**src/rtl/mem_arbiter_pkg.sv**
```systemverilog
// Shared constants for the two-client memory arbiter: FSM state encoding,
// default read burst length, client-id width and the client ids themselves.
package mem_arbiter_pkg;

  localparam logic [1:0] ST_IDLE  = 2'd0;
  localparam logic [1:0] ST_WDATA = 2'd1;
  localparam logic [1:0] ST_RD    = 2'd2;

  localparam int DATA_CYCLES_DEF = 4;

  localparam int   CID_BITS   = 1;
  localparam logic CID_ICACHE = 1'b0;
  localparam logic CID_DCACHE = 1'b1;

  // Never returns 0, so a counter for a 1-beat burst still has a bit.
  function automatic int ceil_log2(input int n);
    int r;
    r = 0;
    while ((1 << r) < n) r++;
    return (r == 0) ? 1 : r;
  endfunction

endpackage

```
**src/rtl/mem_arb_rr2.sv**
```systemverilog
// Two-way request picker: round-robin on 'last' by default, or fixed
// priority to the dcache client when MEM_ARB_FIXED_PRIO_EN is defined.
module mem_arb_rr2
  import mem_arbiter_pkg::*;
(
  input  logic valid0,
  input  logic valid1,
  input  logic last,
  output logic grant
);

`ifdef MEM_ARB_FIXED_PRIO_EN
  logic unused_last;
  assign unused_last = last;

  always_comb begin
    grant = CID_ICACHE;
    if (valid1)
      grant = CID_DCACHE;
  end
`else
  // On contention, the client that did not win the last handshake goes next.
  always_comb begin
    grant = CID_ICACHE;
    if (valid0 && valid1)
      grant = ~last;
    else if (valid1)
      grant = CID_DCACHE;
  end
`endif

endmodule

```
**src/rtl/mem_arbiter.sv**
```systemverilog
// Arbiter merging the icache (client 0) and dcache (client 1) onto one memory
// port; read beats are steered back by tag msb. Option: MEM_ARB_FIXED_PRIO_EN.
`ifndef MEM_ADDR_BITS
`define MEM_ADDR_BITS 26
`endif
`ifndef MEM_DATA_BITS
`define MEM_DATA_BITS 128
`endif
`ifndef MEM_TAG_BITS
`define MEM_TAG_BITS 5
`endif

module mem_arbiter
  import mem_arbiter_pkg::*;
#(
  parameter int DATA_CYCLES = DATA_CYCLES_DEF
) (
  input  logic                          clk,
  input  logic                          reset,

  input  logic                          c0_req_valid,
  output logic                          c0_req_ready,
  input  logic                          c0_req_rw,
  input  logic [`MEM_ADDR_BITS-1:0]     c0_req_addr,
  input  logic [`MEM_TAG_BITS-2:0]      c0_req_tag,
  input  logic                          c0_req_data_valid,
  output logic                          c0_req_data_ready,
  input  logic [`MEM_DATA_BITS-1:0]     c0_req_data_bits,
  input  logic [`MEM_DATA_BITS/8-1:0]   c0_req_data_mask,
  output logic                          c0_resp_valid,
  output logic [`MEM_DATA_BITS-1:0]     c0_resp_data,
  output logic [`MEM_TAG_BITS-2:0]      c0_resp_tag,

  input  logic                          c1_req_valid,
  output logic                          c1_req_ready,
  input  logic                          c1_req_rw,
  input  logic [`MEM_ADDR_BITS-1:0]     c1_req_addr,
  input  logic [`MEM_TAG_BITS-2:0]      c1_req_tag,
  input  logic                          c1_req_data_valid,
  output logic                          c1_req_data_ready,
  input  logic [`MEM_DATA_BITS-1:0]     c1_req_data_bits,
  input  logic [`MEM_DATA_BITS/8-1:0]   c1_req_data_mask,
  output logic                          c1_resp_valid,
  output logic [`MEM_DATA_BITS-1:0]     c1_resp_data,
  output logic [`MEM_TAG_BITS-2:0]      c1_resp_tag,

  output logic                          mem_req_valid,
  input  logic                          mem_req_ready,
  output logic                          mem_req_rw,
  output logic [`MEM_ADDR_BITS-1:0]     mem_req_addr,
  output logic [`MEM_TAG_BITS-1:0]      mem_req_tag,
  output logic                          mem_req_data_valid,
  input  logic                          mem_req_data_ready,
  output logic [`MEM_DATA_BITS-1:0]     mem_req_data_bits,
  output logic [`MEM_DATA_BITS/8-1:0]   mem_req_data_mask,
  input  logic                          mem_resp_valid,
  input  logic [`MEM_DATA_BITS-1:0]     mem_resp_data,
  input  logic [`MEM_TAG_BITS-1:0]      mem_resp_tag
);

  localparam int CNT_BITS = ceil_log2(DATA_CYCLES);
  localparam int TAG_W    = `MEM_TAG_BITS;

  logic [1:0]          state;
  logic [CNT_BITS-1:0] count;
  logic                owner;
  logic                last;
  logic                winner;
  logic                idle_req;
  logic                in_wdata;
  logic                addr_fire;
  logic                data_fire;
  logic                final_beat;

  mem_arb_rr2 u_rr2 (
    .valid0 (c0_req_valid),
    .valid1 (c1_req_valid),
    .last   (last),
    .grant  (winner)
  );

  // Address channel is only offered while idle; the winner's fields are muxed through.
  assign idle_req      = !reset && (state == ST_IDLE) && (c0_req_valid || c1_req_valid);
  assign mem_req_valid = idle_req;
  assign mem_req_rw    = winner ? c1_req_rw   : c0_req_rw;
  assign mem_req_addr  = winner ? c1_req_addr : c0_req_addr;
  assign mem_req_tag   = {winner, (winner ? c1_req_tag : c0_req_tag)};
  assign c0_req_ready  = idle_req && mem_req_ready && (winner == CID_ICACHE);
  assign c1_req_ready  = idle_req && mem_req_ready && (winner == CID_DCACHE);
  assign addr_fire     = idle_req && mem_req_ready;

  assign in_wdata           = !reset && (state == ST_WDATA);
  assign mem_req_data_valid = in_wdata && (owner ? c1_req_data_valid : c0_req_data_valid);
  assign mem_req_data_bits  = owner ? c1_req_data_bits : c0_req_data_bits;
  assign mem_req_data_mask  = owner ? c1_req_data_mask : c0_req_data_mask;
  assign c0_req_data_ready  = in_wdata && (owner == CID_ICACHE) && mem_req_data_ready;
  assign c1_req_data_ready  = in_wdata && (owner == CID_DCACHE) && mem_req_data_ready;
  assign data_fire          = mem_req_data_valid && mem_req_data_ready;

  assign final_beat = mem_resp_valid && (count == CNT_BITS'(DATA_CYCLES - 1));

  // Read beats are steered in every state, so stale beats still reach their owner.
  assign c0_resp_valid = !reset && mem_resp_valid && (mem_resp_tag[TAG_W-1] == CID_ICACHE);
  assign c1_resp_valid = !reset && mem_resp_valid && (mem_resp_tag[TAG_W-1] == CID_DCACHE);
  assign c0_resp_data  = mem_resp_data;
  assign c1_resp_data  = mem_resp_data;
  assign c0_resp_tag   = mem_resp_tag[TAG_W-2:0];
  assign c1_resp_tag   = mem_resp_tag[TAG_W-2:0];

  always_ff @(posedge clk) begin
    if (reset) begin
      state <= ST_IDLE;
      count <= '0;
      last  <= 1'b1;
      owner <= 1'b0;
    end else begin
      case (state)
        ST_IDLE: begin
          if (addr_fire) begin
            owner <= winner;
            last  <= winner;
            count <= '0;
            state <= mem_req_rw ? ST_WDATA : ST_RD;
          end
        end
        ST_WDATA: begin
          if (data_fire)
            state <= ST_IDLE;
        end
        ST_RD: begin
          if (mem_resp_valid) begin
            count <= final_beat ? '0 : count + CNT_BITS'(1);
            if (final_beat)
              state <= ST_IDLE;
          end
        end
        default: state <= ST_IDLE;
      endcase
    end
  end

endmodule

```
**config.mk**
```make
export PLATFORM = sky130hd
export DESIGN_NAME = mem_arbiter
export DESIGN_NICKNAME = d
export VERILOG_FILES = /design/src/rtl/mem_arbiter_pkg.sv /design/src/rtl/mem_arb_rr2.sv /design/src/rtl/mem_arbiter.sv
export SDC_FILE = /design/constraint.sdc
export NUM_CORES = 1
export LEC_CHECK = 0
export BUFFER_PORTS_ARGS = -buffer_cell sky130_fd_sc_hd__buf_2
export CAP_MARGIN = 20
export CORE_AREA = 2 2 364 366
export CTS_BUF_LIST = sky130_fd_sc_hd__clkbuf_2
export DETAILED_ROUTE_END_ITERATION = 8
export DIE_AREA = 0 0 366 368
export GPL_TIMING_DRIVEN = 0
export PLACE_DENSITY = 0.3
export SYNTH_ARGS = -nofsm -noshare
export SYNTH_HDL_FRONTEND = slang
export SYNTH_SLANG_ARGS = --single-unit
export TNS_END_PERCENT = 100
```
**constraint.sdc**
```tcl
create_clock -name clk -period 4.2 [get_ports clk]
set_input_delay 0.21 -clock clk [delete_from_list [all_inputs] [get_ports clk]]
set_output_delay 0.21 -clock clk [all_outputs]
set_load 0.005 [all_outputs]
```
==> results of run 1 <==
-- final timing paths --
path	from	to	slack, ns	cells after the start
setup / recovery	owner$_SDFFE_PP0P_	mem_req_data_bits[71]	1.19	4
hold / removal	reset	owner$_SDFFE_PP0P_	0.21	2
setup reg to reg	owner$_SDFFE_PP0P_	owner$_SDFFE_PP0P_	2.28	4
hold reg to reg	count[1]$_SDFFE_PP0P_	count[1]$_SDFFE_PP0P_	0.49	2
-- synth_stat cells --
| library cell | instances |
|---|---|
| buf_4 | 265 |
| mux2_2 | 176 |
| mux2i_1 | 1 |
| buf_2 | 17 |
| and4bb_2 | 1 |
| o21ai_1 | 1 |
| or4_4 | 1 |
| nor3b_1 | 1 |
| o21a_1 | 1 |
| nand2_1 | 5 |
| ha_1 | 1 |
| and3_1 | 1 |
| nor2_1 | 8 |
| a211oi_1 | 1 |
| inv_1 | 3 |
| o21ai_0 | 5 |
| a211o_1 | 1 |
| and3b_1 | 1 |
| a21boi_2 | 1 |
| buf_6 | 2 |
| nand2b_1 | 2 |
| nand3_1 | 2 |
| buf_1 | 1 |
| dfxtp_1 | 6 |
| clkbuf_1 | 1 |
| nor2_2 | 1 |
-- critical path, cell delays in order, from the launching register on --
cell and delay [ns]:
dfxtp_1 0.61, clkbuf_1 0.78, buf_2 0.42, mux2_2 0.45, buf_2 0.27
-- power by group through the flow --
stage	registers, mW	clock network, mW	logic, mW
6_report	0.0657	0.0418	0.989
5_1_grt	0.0669	0.0489	1.07
4_1_cts	0.0663	0.0441	1.04
3_5_place_dp	0.0676	0	1.03
3_3_place_gp	0.0676	0	1.03
2_1_floorplan	0.0644	0	0.400
-- cell type report --
type / instances / share of cell area [%]
repair buffers: 806 / 37.7
well taps: 1755 / 20.5
multi-input cells: 211 / 20.5
plain buffers: 286 / 19.7
flip-flops and latches: 6 / 1.12
diodes: 9 / 0.211
clock buffers: 3 / 0.140
inverters: 3 / 0.105
-- flip-flops by register name, indices dropped and copies added, names as in the netlist --
name / flops
last: 1
count: 2
state: 2
owner: 1
-- metrics by stage --
step	power (mW)	cells	worst slack [ns]	util [%]
4_1_cts	1.15	3070	0.937	8.16
2_1_floorplan	0.464	506	2.81	-
5_1_grt	1.19	3073	0.960	8.17
6_report	1.10	3079	1.19	8.18
3_3_place_gp	1.10	3067	1.26	8.15
3_5_place_dp	1.10	3067	1.21	8.15
-- cell families (layout without fill, tap and decap cells) --
family / count (synthesis) / in the layout
and+or+nand+nor: 23 / 23
muxes: 177 / 177
buffers and inverters: 289 / 1098
adders and majority gates: 1 / 1
DFF: 6 / 6
AOI/OAI and AO/OA: 10 / 10
other: 0 / 9
-- layer usage --
layer	wire length, µm	up-vias	global-route usage (%)
met5	26	-	0
met2	27500	445	13.6
met4	349	4	0.609
met1	25800	2885	10.6
li1	-	3059	-
met3	2740	22	1.00
-- placed cells by master (no fill, tap or decap) --
master,netlist,final
a21boi_2,1,1
and4bb_2,1,1
buf_1,1,1
nor3b_1,1,1
dfxtp_1,6,6
o21ai_1,1,1
mux2_2,176,176
and3_1,1,1
a211oi_1,1,1
buf_4,265,265
ha_1,1,1
buf_2,17,823
nor2_1,8,8
diode_2,0,9
a211o_1,1,1
o21ai_0,5,5
buf_6,2,2
clkbuf_2,0,3
o21a_1,1,1
and3b_1,1,1
clkbuf_1,1,1
nand3_1,2,2
or4_4,1,1
inv_1,3,3
mux2i_1,1,1
nor2_2,1,1
nand2_1,5,5
nand2b_1,2,2
==> summary.md, run 1 <==
| Metric | Value |
|---|---|
| Initial Util | around 3.4% |
| Synthesized Nets | 999 |
| Clock Skews | about 0.013 ns |
| Die W | 366 µm |
| Cell Pwr Density | about 100 nW/µm² |
| Detailed-route via count | ~6400 |
| Post-synthesis area per instance | ~9 µm² |
| GP Congestion | between 0.8 and 0.9 |
| Slew margin rel. | roughly a third |
| H-Tree Depth | 1 |
| Tightest Pin Transition | 0.979 ns |
| Vias in the first global route | roughly 6500 |
| Initial antenna violation count | 16 |
| CP Class | flop to primary output |
| Setup tns final | 0 ns |
| Ys Warns | 0 |
| Synth top area cells | buf_4 45%, mux2_2 45%, dfxtp_1 2.7%, buf_2 1.9%, nor2_1 0.68% |
| WP data required | 3.99 ns |
| Global-route usage over all layers | roughly 8% |
| Register Area | 120 µm² |
| Simple-gate portion of the synthesized area | between 2 and 3% |
| Clk buf depth | 2 |
| Largest family of logic cells by synthesized area | buffers and inverters |
| CTS tree | yes |
| Cell taking the most area after synthesis | buf_4 |
| Status | complete, no violations |
| Leakage | 5.35 nW |
| Clk network pwr share | approximately 3.8% |
| Post-Synthesis Cells | 506 |
| WL/cell | between 15 and 20 µm |
| # rows | approximately 130 |
| Synth Area in XOR/XNOR | 0% |
| Placed Area | around 11000 µm² |
| # Max-Cap Violations | 0 |
| # clock sinks | 6 |
| Post-synthesis mux area share | 45.0% |
| DP HPWL | ~55 mm |
| Logic pwr share | between 90% and 100% |
| #FFs+latches synth | 6 |
| Top Ports | between 900 and 1000 |
| VDD IR max | 34.0 µV |
| Min Hold Slack | roughly 0.21 ns |
| Max-slew violations | 0 |
| Fraction of layout cells with a size suffix above 1 | a little over nine tenths |
| Hold_buf cts | 0 |
| Internal | between 0.6 and 0.7 mW |
| Worst-Skew Late Latency | between 0.2 and 0.25 ns |
| Total die area | around 130000 µm² |
| Adder-cell share of the synthesized area | less than 1% |
| Flop pwr share | under 10% |
| First-pass GRT wire length | a little under 70 mm |
| Area of the multi-input gates | around 2200 µm² |
| Fillers | between 15000 and 20000 |
| Tcrit/Tclk final | between 70% and 80% |
| Post-synth top area share | approximately 45% |
| Finished layout cell area | 10700 µm² |
| Yosys cell types | 26 |
| Setup Fix Bufs, Post-CTS | 0 |
| Port Buf Inserts | just over 800 |
| Pre-antenna DRT Iters | 4 |
| Crit. End Element | primary output |
| Fmax | between 300 and 400 MHz |
| Post-Route WL | 56.5 mm |
| Cell Area, Synth | approximately 4400 µm² |
| Num CTS Buffers | 3 |
| CTS-repair resized insts | 0 |
| Mean number of vias per cell | 2.08 |
| Die height | 368 µm |
| Synth Area in Compound Gates | approximately 1.5% |
| Final #Nets | approximately 1800 |
| Layout area overhead | 141% |
| Period minus WS final | approximately 3 ns |
| Switching power total | 0.462 mW |
| CP Launch Type | flop |
| Total core area | between 100000 and 150000 µm² |
| Switching Fraction | between 40% and 50% |
| Unrepaired setup endpoints after global routing | false |
| DR iter-0 viols | roughly 130 |
| Clock transition at the registers of the reported paths | around 0.070 ns |
| Largest net degree at the start of global routing | 11 |
| Total gr overflow | 0 |
| CP arrival | around 2.8 ns |
| Post-route antenna net violation count | 0 |
| Hold Path Class | primary input to flop |
| Root buf cell | clkbuf_2 |
| Seq/Total Area, Yosys | under 10% |
| Remaining DRCs | 0 |
| Final hold viol count | 0 |
| Endpoints failing setup | 0 |
| CP max FO | 10 |
(Power assumes the default switching activity.)
==> run 2, diff against run 1 <==
--- a/config.mk
+++ b/config.mk
@@ -7,10 +7,10 @@
 export LEC_CHECK = 0
 export BUFFER_PORTS_ARGS = -buffer_cell sky130_fd_sc_hd__buf_2
 export CAP_MARGIN = 20
-export CORE_AREA = 2 2 364 366
+export CORE_AREA = 2 2 367 369
 export CTS_BUF_LIST = sky130_fd_sc_hd__clkbuf_2
 export DETAILED_ROUTE_END_ITERATION = 8
-export DIE_AREA = 0 0 366 368
+export DIE_AREA = 0 0 369 371
 export GPL_TIMING_DRIVEN = 0
 export PLACE_DENSITY = 0.3
 export SYNTH_ARGS = -nofsm -noshare
==> constraint.sdc (replaced) <==
create_clock -name clk -period 2.8 [get_ports clk]
set_input_delay 0.14 -clock clk [delete_from_list [all_inputs] [get_ports clk]]
set_output_delay 0.14 -clock clk [all_outputs]
set_load 0.005 [all_outputs]
==> run 2 against run 1 <==
Net effect:
- combinational power up 52%
- final cell count up 0.45%
- core utilization down 0.11 points
- wire length up 7.0%
- sequential share of layout area about the same
- critical path depth unchanged
- cell area up 0.20%
- via count up 0.33%
- clock power up 54%
- non-clock buffer count unchanged
- die area up 1.6%
==> summary.md, run 2 (synthesized netlist as in run 1, its figures left out) <==
| Metric | Value |
|---|---|
| Switching Fraction | a little over two fifths |
| Crit. End Element | primary output |
| Leakage | between 5 and 6 nW |
| Mean number of vias per cell | roughly 2.1 |
| CP delay by family, top | buffers and inverters |
| Register-to-Register Path Depth | 4 |
| Largest net degree at the start of global routing | 11 |
| Initial Util | 3.34% |
| Fmax | roughly 400 MHz |
| # rows | ~130 |
| CTS tree | yes |
| Crit-path cells | clkbuf_2 > buf_2 > mux2_2 > buf_2 |
| Pre-antenna DRT Iters | 4 |
| FF-to-FF Start | owner$_SDFFE_PP0P_ |
| Fillers | between 15000 and 20000 |
| Clock transition at the registers of the reported paths | around 0.060 ns |
| Unrepaired setup endpoints after global routing | false |
| WP data required | ~2.7 ns |
| Remaining DRCs | 0 |
| DP HPWL | around 58 mm |
| Most common cell after layout, fill and taps aside | buf_2 |
| Hold Path Class | primary input to flop |
| Max-slew violations | 0 |
| Crit path launch | owner$_SDFFE_PP0P_ |
| R2R Path End | owner$_SDFFE_PP0P_ |
| Post-route antenna net violation count | 0 |
| Worst-Skew Late Latency | roughly 0.23 ns |
| GP Congestion | 0.875 |
| Total gr overflow | 0 |
| Fraction of layout cells with a size suffix above 1 | 97.0% |
| Global-route usage over all layers | 8.09% |
| Status | complete, no violations |
| Top Ports | 940 |
| Endpoints failing setup | 0 |
| Tot Pwr | between 1.5 and 2 mW |
| Layout area overhead | 142% |
| Tightest Pin Transition | between 0.6 and 0.7 ns |
| Final hold viol count | 0 |
| # clock sinks | 6 |
| Period minus WS final | about 2.5 ns |
| Die W | roughly 370 µm |
| Area of the multi-input gates | around 2200 µm² |
| Initial antenna violation count | 22 |
| Clk network pwr share | between 3 and 4% |
| Fin util | 8.07% |
| WL/cell | about 20 µm |
| First-pass GRT wire length | about 70 mm |
| Layout Cells excl Fill | 3093 |
| Final #Nets | about 1800 |
| DR iter-0 viols | approximately 140 |
| Slew margin rel. | between 50 and 60% |
| Most frequent CP cell | buf_2 |
| Post-Route WL | between 60 and 70 mm |
| R2R setup slack | between 1 and 1.5 ns |
| Tcrit/Tclk final | roughly nine tenths |
| H-Tree Depth | 1 |
| Num CTS Buffers | 3 |
| Switching power total | 0.710 mW |
| Clk buf depth | 2 |
| Cell at the slowest stage of the critical path | dfxtp_2 |
| Critical path depth in cells | 4 |
| Detailed-route via count | roughly 6400 |
| Logic pwr share | 90.2% |
| Crit path to | mem_req_data_bits[49] |
| Die height | about 370 µm |
| Setup Fix Bufs, Post-CTS | 0 |
| CP arrival | between 2 and 2.5 ns |
| Flop pwr share | under 10% |
| Vias in the first global route | between 6000 and 7000 |
| Cell Pwr Density | about 160 nW/µm² |
| Register Area | between 100 and 150 µm² |
| Port Buf Inserts | a little over 800 |
| # Max-Cap Violations | 0 |
| VDD IR max | approximately 47 µV |
| Root buf cell | clkbuf_2 |
| Clock Skews | approximately 0.0094 ns |
| Placed cell count | slightly above 3000 |
| Most frequent cells in the layout | 823 x buf_2, 265 x buf_4, 176 x mux2_2 |
| Total die area | between 100000 and 150000 µm² |
| CP max FO | 10 |
| CP Buf/Inv Count | 3 |
| Total core area | between 100000 and 150000 µm² |
| CP Launch Type | flop |
| Registers with the most flip-flops | count x2, state x2 |
| Crit-path max cell delay | just under 0.6 ns |
| Internal | ~0.95 mW |
| CP Class | flop to primary output |
## run 2: cell types whose count changed in the layout (fill, tap and decap cells not counted)
| cell | delta |
|---|---|
| clkbuf_1 | -1 |
| clkbuf_2 | +1 |
| dfxtp_1 | -1 |
| dfxtp_2 | +1 |
| diode_2 | +1 |
## run 2: cell type report
class | count | share of cell area (%)
plain buffers | 286 | 19.6
clock buffers | 3 | 0.140
well taps | 1768 | 20.6
flip-flops and latches | 6 | 1.13
multi-input cells | 211 | 20.5
repair buffers | 806 | 37.6
diodes | 10 | 0.233
inverters | 3 | 0.105
## run 2: how the worst min path moves through the flow
stage | slack, ns | to | depth (start not counted) | startpoint
after global placement | 0.41 | last$_SDFFE_PP1P_ | 2 | reset
after global routing | 0.17 | last$_SDFFE_PP1P_ | 2 | reset
after floorplan | 0.31 | c0_resp_valid | 1 | mem_resp_tag[4]
after detailed placement | 0.41 | last$_SDFFE_PP1P_ | 2 | reset
after CTS | 0.16 | last$_SDFFE_PP1P_ | 2 | reset
final | 0.19 | last$_SDFFE_PP1P_ | 2 | reset
## run 2: layer usage
| metal | wire length [µm] | track usage, % | vias to the layer above |
|---|---|---|---|
| met3 | 4240 | 2.15 | 34 |
| met1 | 27000 | 10.7 | 2889 |
| met5 | 24 | 0 | - |
| met2 | 28400 | 13.5 | 446 |
| met4 | 726 | 0.808 | 4 |
| li1 | - | - | 3063 |
## run 2: power groups by stage
stage / sequential, mW / combinational, mW / clock, mW
after floorplan: 0.0966 / 0.600 / 0
after global placement: 0.101 / 1.57 / 0
after global routing: 0.100 / 1.63 / 0.0755
final: 0.0989 / 1.50 / 0.0645
after detailed placement: 0.101 / 1.56 / 0
after CTS: 0.0992 / 1.57 / 0.0699
## run 2: per-stage QoR
| step | TNS (ns) | hold slack, ns | worst slack, ns | instance area, µm² |
|---|---|---|---|---|
| after detailed placement | -1.79 | 0.413 | -0.243 | 10700 |
| after floorplan | 0 | 0.313 | 1.43 | 4430 |
| after CTS | 0 | 0.160 | 0.0756 | 10700 |
| final | 0 | 0.186 | 0.320 | 10700 |
| after global routing | 0 | 0.170 | 0.0429 | 10700 |
| after global placement | -1.22 | 0.414 | -0.194 | 10700 |
## run 2: repair_timing
action	4_1_cts	5_1_grt
endpoints found under the setup margin	100	0
hold buffers	0	0
gates resized for setup	2	0
==> run 3, diff against run 2 <==
--- a/config.mk
+++ b/config.mk
@@ -5,12 +5,13 @@
 export SDC_FILE = /design/constraint.sdc
 export NUM_CORES = 1
 export LEC_CHECK = 0
-export BUFFER_PORTS_ARGS = -buffer_cell sky130_fd_sc_hd__buf_2
 export CAP_MARGIN = 20
-export CORE_AREA = 2 2 367 369
+export CORE_AREA = 2 2 368 370
 export CTS_BUF_LIST = sky130_fd_sc_hd__clkbuf_2
+export CTS_CLUSTER_DIAMETER = 120
 export DETAILED_ROUTE_END_ITERATION = 8
-export DIE_AREA = 0 0 369 371
+export DIE_AREA = 0 0 370 372
+export DONT_BUFFER_PORTS = 1
 export GPL_TIMING_DRIVEN = 0
 export PLACE_DENSITY = 0.3
 export SYNTH_ARGS = -nofsm -noshare
==> run 3 against run 2 <==
Net effect:
- first-iteration DRC count rose by 51%
- clock skew down 0.0035 ns
- hold slack lost 0.069 ns
- critical path depth decreased by 1
- count of clock-buffer cells in the layout did not move
- fmax grew 1.1%
- setup slack better by 0.026 ns
- non-clock buffer count down 806
- power is 33% lower
- critical endpoint is now mem_req_data_bits[17]
==> summary.md, run 3 (synthesized netlist as in run 1, its figures left out) <==
| Metric | Value |
|---|---|
| Setup WS pre-CTS | 0.272 ns |
| Registers with the most flip-flops | count x2, state x2 |
| Total die area | about 140000 µm² |
| Switching Fraction | 51.3% |
| Met3 GRT Util | 3.83% |
| CTS tree | yes |
| Clk network pwr share | ~5.8% |
| Largest net degree at the start of global routing | 11 |
| Status | complete, no violations |
| Fin util | around 5.0% |
| Tcrit/Tclk final | 87.6% |
| WL/cell | approximately 24 µm |
| CP Class | flop to primary output |
| Final hold viol count | 0 |
| Top Ports | between 900 and 1000 |
| H-Tree Depth | 1 |
| Logic pwr share | 85.5% |
| Switching power total | about 0.57 mW |
| Worst Hold Depth | 3 |
| Internal | between 0.5 and 0.6 mW |
| Slew margin rel. | between 40% and 50% |
| VDD IR max | between 80 and 90 µV |
| DR iter-0 viols | roughly 210 |
| Num CTS Buffers | 3 |
| Most common cell after layout, fill and taps aside | buf_4 |
| Worst Min Path Start | mem_req_data_ready |
| CTS-repair resized insts | 0 |
| DP HPWL | about 54 mm |
| Initial antenna violation count | 40 |
| Worst-Skew Late Latency | around 0.23 ns |
| GP Congestion | about 0.95 |
| # rows | approximately 140 |
| Max-slew violations | 0 |
| Pre-antenna DRT Iters | 6 |
| Period minus WS final | approximately 2.5 ns |
| Placed Area | 6660 µm² |
| R2R Path End | owner$_SDFFE_PP0P_ |
| Hold EP | state[0]$_SDFFE_PP0P_ |
| Mean number of vias per cell | 1.69 |
| Clk buf depth | 2 |
| M2 GR Usage | between 10% and 20% |
| FF-to-FF Start | owner$_SDFFE_PP0P_ |
| R2R setup slack | 0.87 ns |
| Clock transition at the registers of the reported paths | around 0.080 ns |
| First-pass GRT wire length | just over 60 mm |
| Total gr overflow | 0 |
| Root buf cell | clkbuf_2 |
| CP max FO | 12 |
| Die W | around 370 µm |
| Detailed-route via count | between 3000 and 4000 |
| Tot Pwr | roughly 1.1 mW |
| Clock Skews | 0.00589 ns |
| WP data required | 2.66 ns |
| Total core area | around 130000 µm² |
| Tightest Pin Transition | around 0.8 ns |
| Final setup margin | about 0.35 ns |
| Flop pwr share | under 10% |
| Min Hold Slack | roughly 0.12 ns |
| Global-route usage over all layers | about 7.5% |
| Hold Path Class | primary input to flop |
| Final #Nets | approximately 1000 |
| Initial Util | 3.30% |
| Fraction of layout cells with a size suffix above 1 | 92.1% |
| Vias in the first global route | ~3600 |
| Cell Pwr Density | 166 nW/µm² |
| CP Launch Type | flop |
| Port Buf Inserts | 0 |
| Finished layout cell area | about 6700 µm² |
| Top Usage Layer GRT | met2 |
| Post-route antenna net violation count | 0 |
| Hold_buf cts | 0 |
| Most frequent cells in the layout | 265 x buf_4, 176 x mux2_2, 16 x buf_2 |
| Setup Fix Bufs, Post-CTS | 0 |
| Fmax | 408 MHz |
| Crit. End Element | primary output |
| GR Layer Usage met1 | 9.33% |
| Layout area overhead | 52.3% |
| # Max-Cap Violations | 0 |
| Remaining DRCs | 0 |
| Register-to-Register Path Depth | 4 |
| CP arrival | approximately 2.3 ns |
| Endpoints failing setup | 0 |
| Die height | 372 µm |
| Leakage | 2.17 nW |
| Unrepaired setup endpoints after global routing | false |
| # clock sinks | 6 |
| Post-Route WL | about 56 mm |
[run 3: cell count changes in the layout (fill, tap and decap cells not counted)]
cell / previous run / this run
clkbuf_4: 0 / 1
nor2_1: 8 / 7
dfxtp_2: 1 / 0
nor2_2: 1 / 2
diode_2: 10 / 26
dfxtp_1: 5 / 6
buf_2: 823 / 16
[run 3: through the flow]
| step | cells | TNS, ns |
|---|---|---|
| 2_1_floorplan | 506 | 0 |
| 3_3_place_gp | 2287 | -4.44 |
| 3_5_place_dp | 2287 | 0 |
| 4_1_cts | 2290 | 0 |
| 5_1_grt | 2302 | 0 |
| 6_report | 2316 | 0 |
[run 3: layer usage]
metal / vias up / part of all wire (%)
li1: 1474 / -
met1: 1804 / 42
met2: 545 / 44
met3: 74 / 12
met4: 8 / 3.0
met5: - / 0.089
[run 3: power by group through the flow]
stage,Combinational [mW],Sequential (mW),Clock [mW]
after detailed placement,0.992,0.0994,0
final,0.955,0.0972,0.0653
after global routing,1.03,0.0981,0.0761
after global placement,1.01,0.0996,0
after CTS,0.996,0.0972,0.0702
after floorplan,0.600,0.0966,0
[run 3: worst max-delay path, stage by stage, from the launching register on]
cell and delay, ns:
dfxtp_1 0.49, clkbuf_2 0.49, buf_2 0.47, mux2_2 0.57
[run 3: how the worst max path moves through the flow]
stage / from / to / slack (ns)
after floorplan: state[1]$_SDFFE_PP0P_ / last$_SDFFE_PP1P_ / 1.43
after global placement: owner$_SDFFE_PP0P_ / mem_req_data_bits[78] / -0.29
after detailed placement: owner$_SDFFE_PP0P_ / mem_req_data_bits[78] / 0.27
after CTS: owner$_SDFFE_PP0P_ / mem_req_data_bits[78] / 0.004
after global routing: owner$_SDFFE_PP0P_ / mem_req_data_bits[48] / 0.07
final: owner$_SDFFE_PP0P_ / mem_req_data_bits[17] / 0.35
[run 3: cell type report]
| cell class | count | area (µm²) |
|---|---|---|
| diodes | 26 | 65.1 |
| plain buffers | 286 | 2110 |
| clock buffers | 3 | 15.0 |
| fillers | 15935 | 128000 |
| inverters | 3 | 11.3 |
| multi-input cells | 211 | 2200 |
| flip-flops and latches | 6 | 120 |
| well taps | 1781 | 2230 |
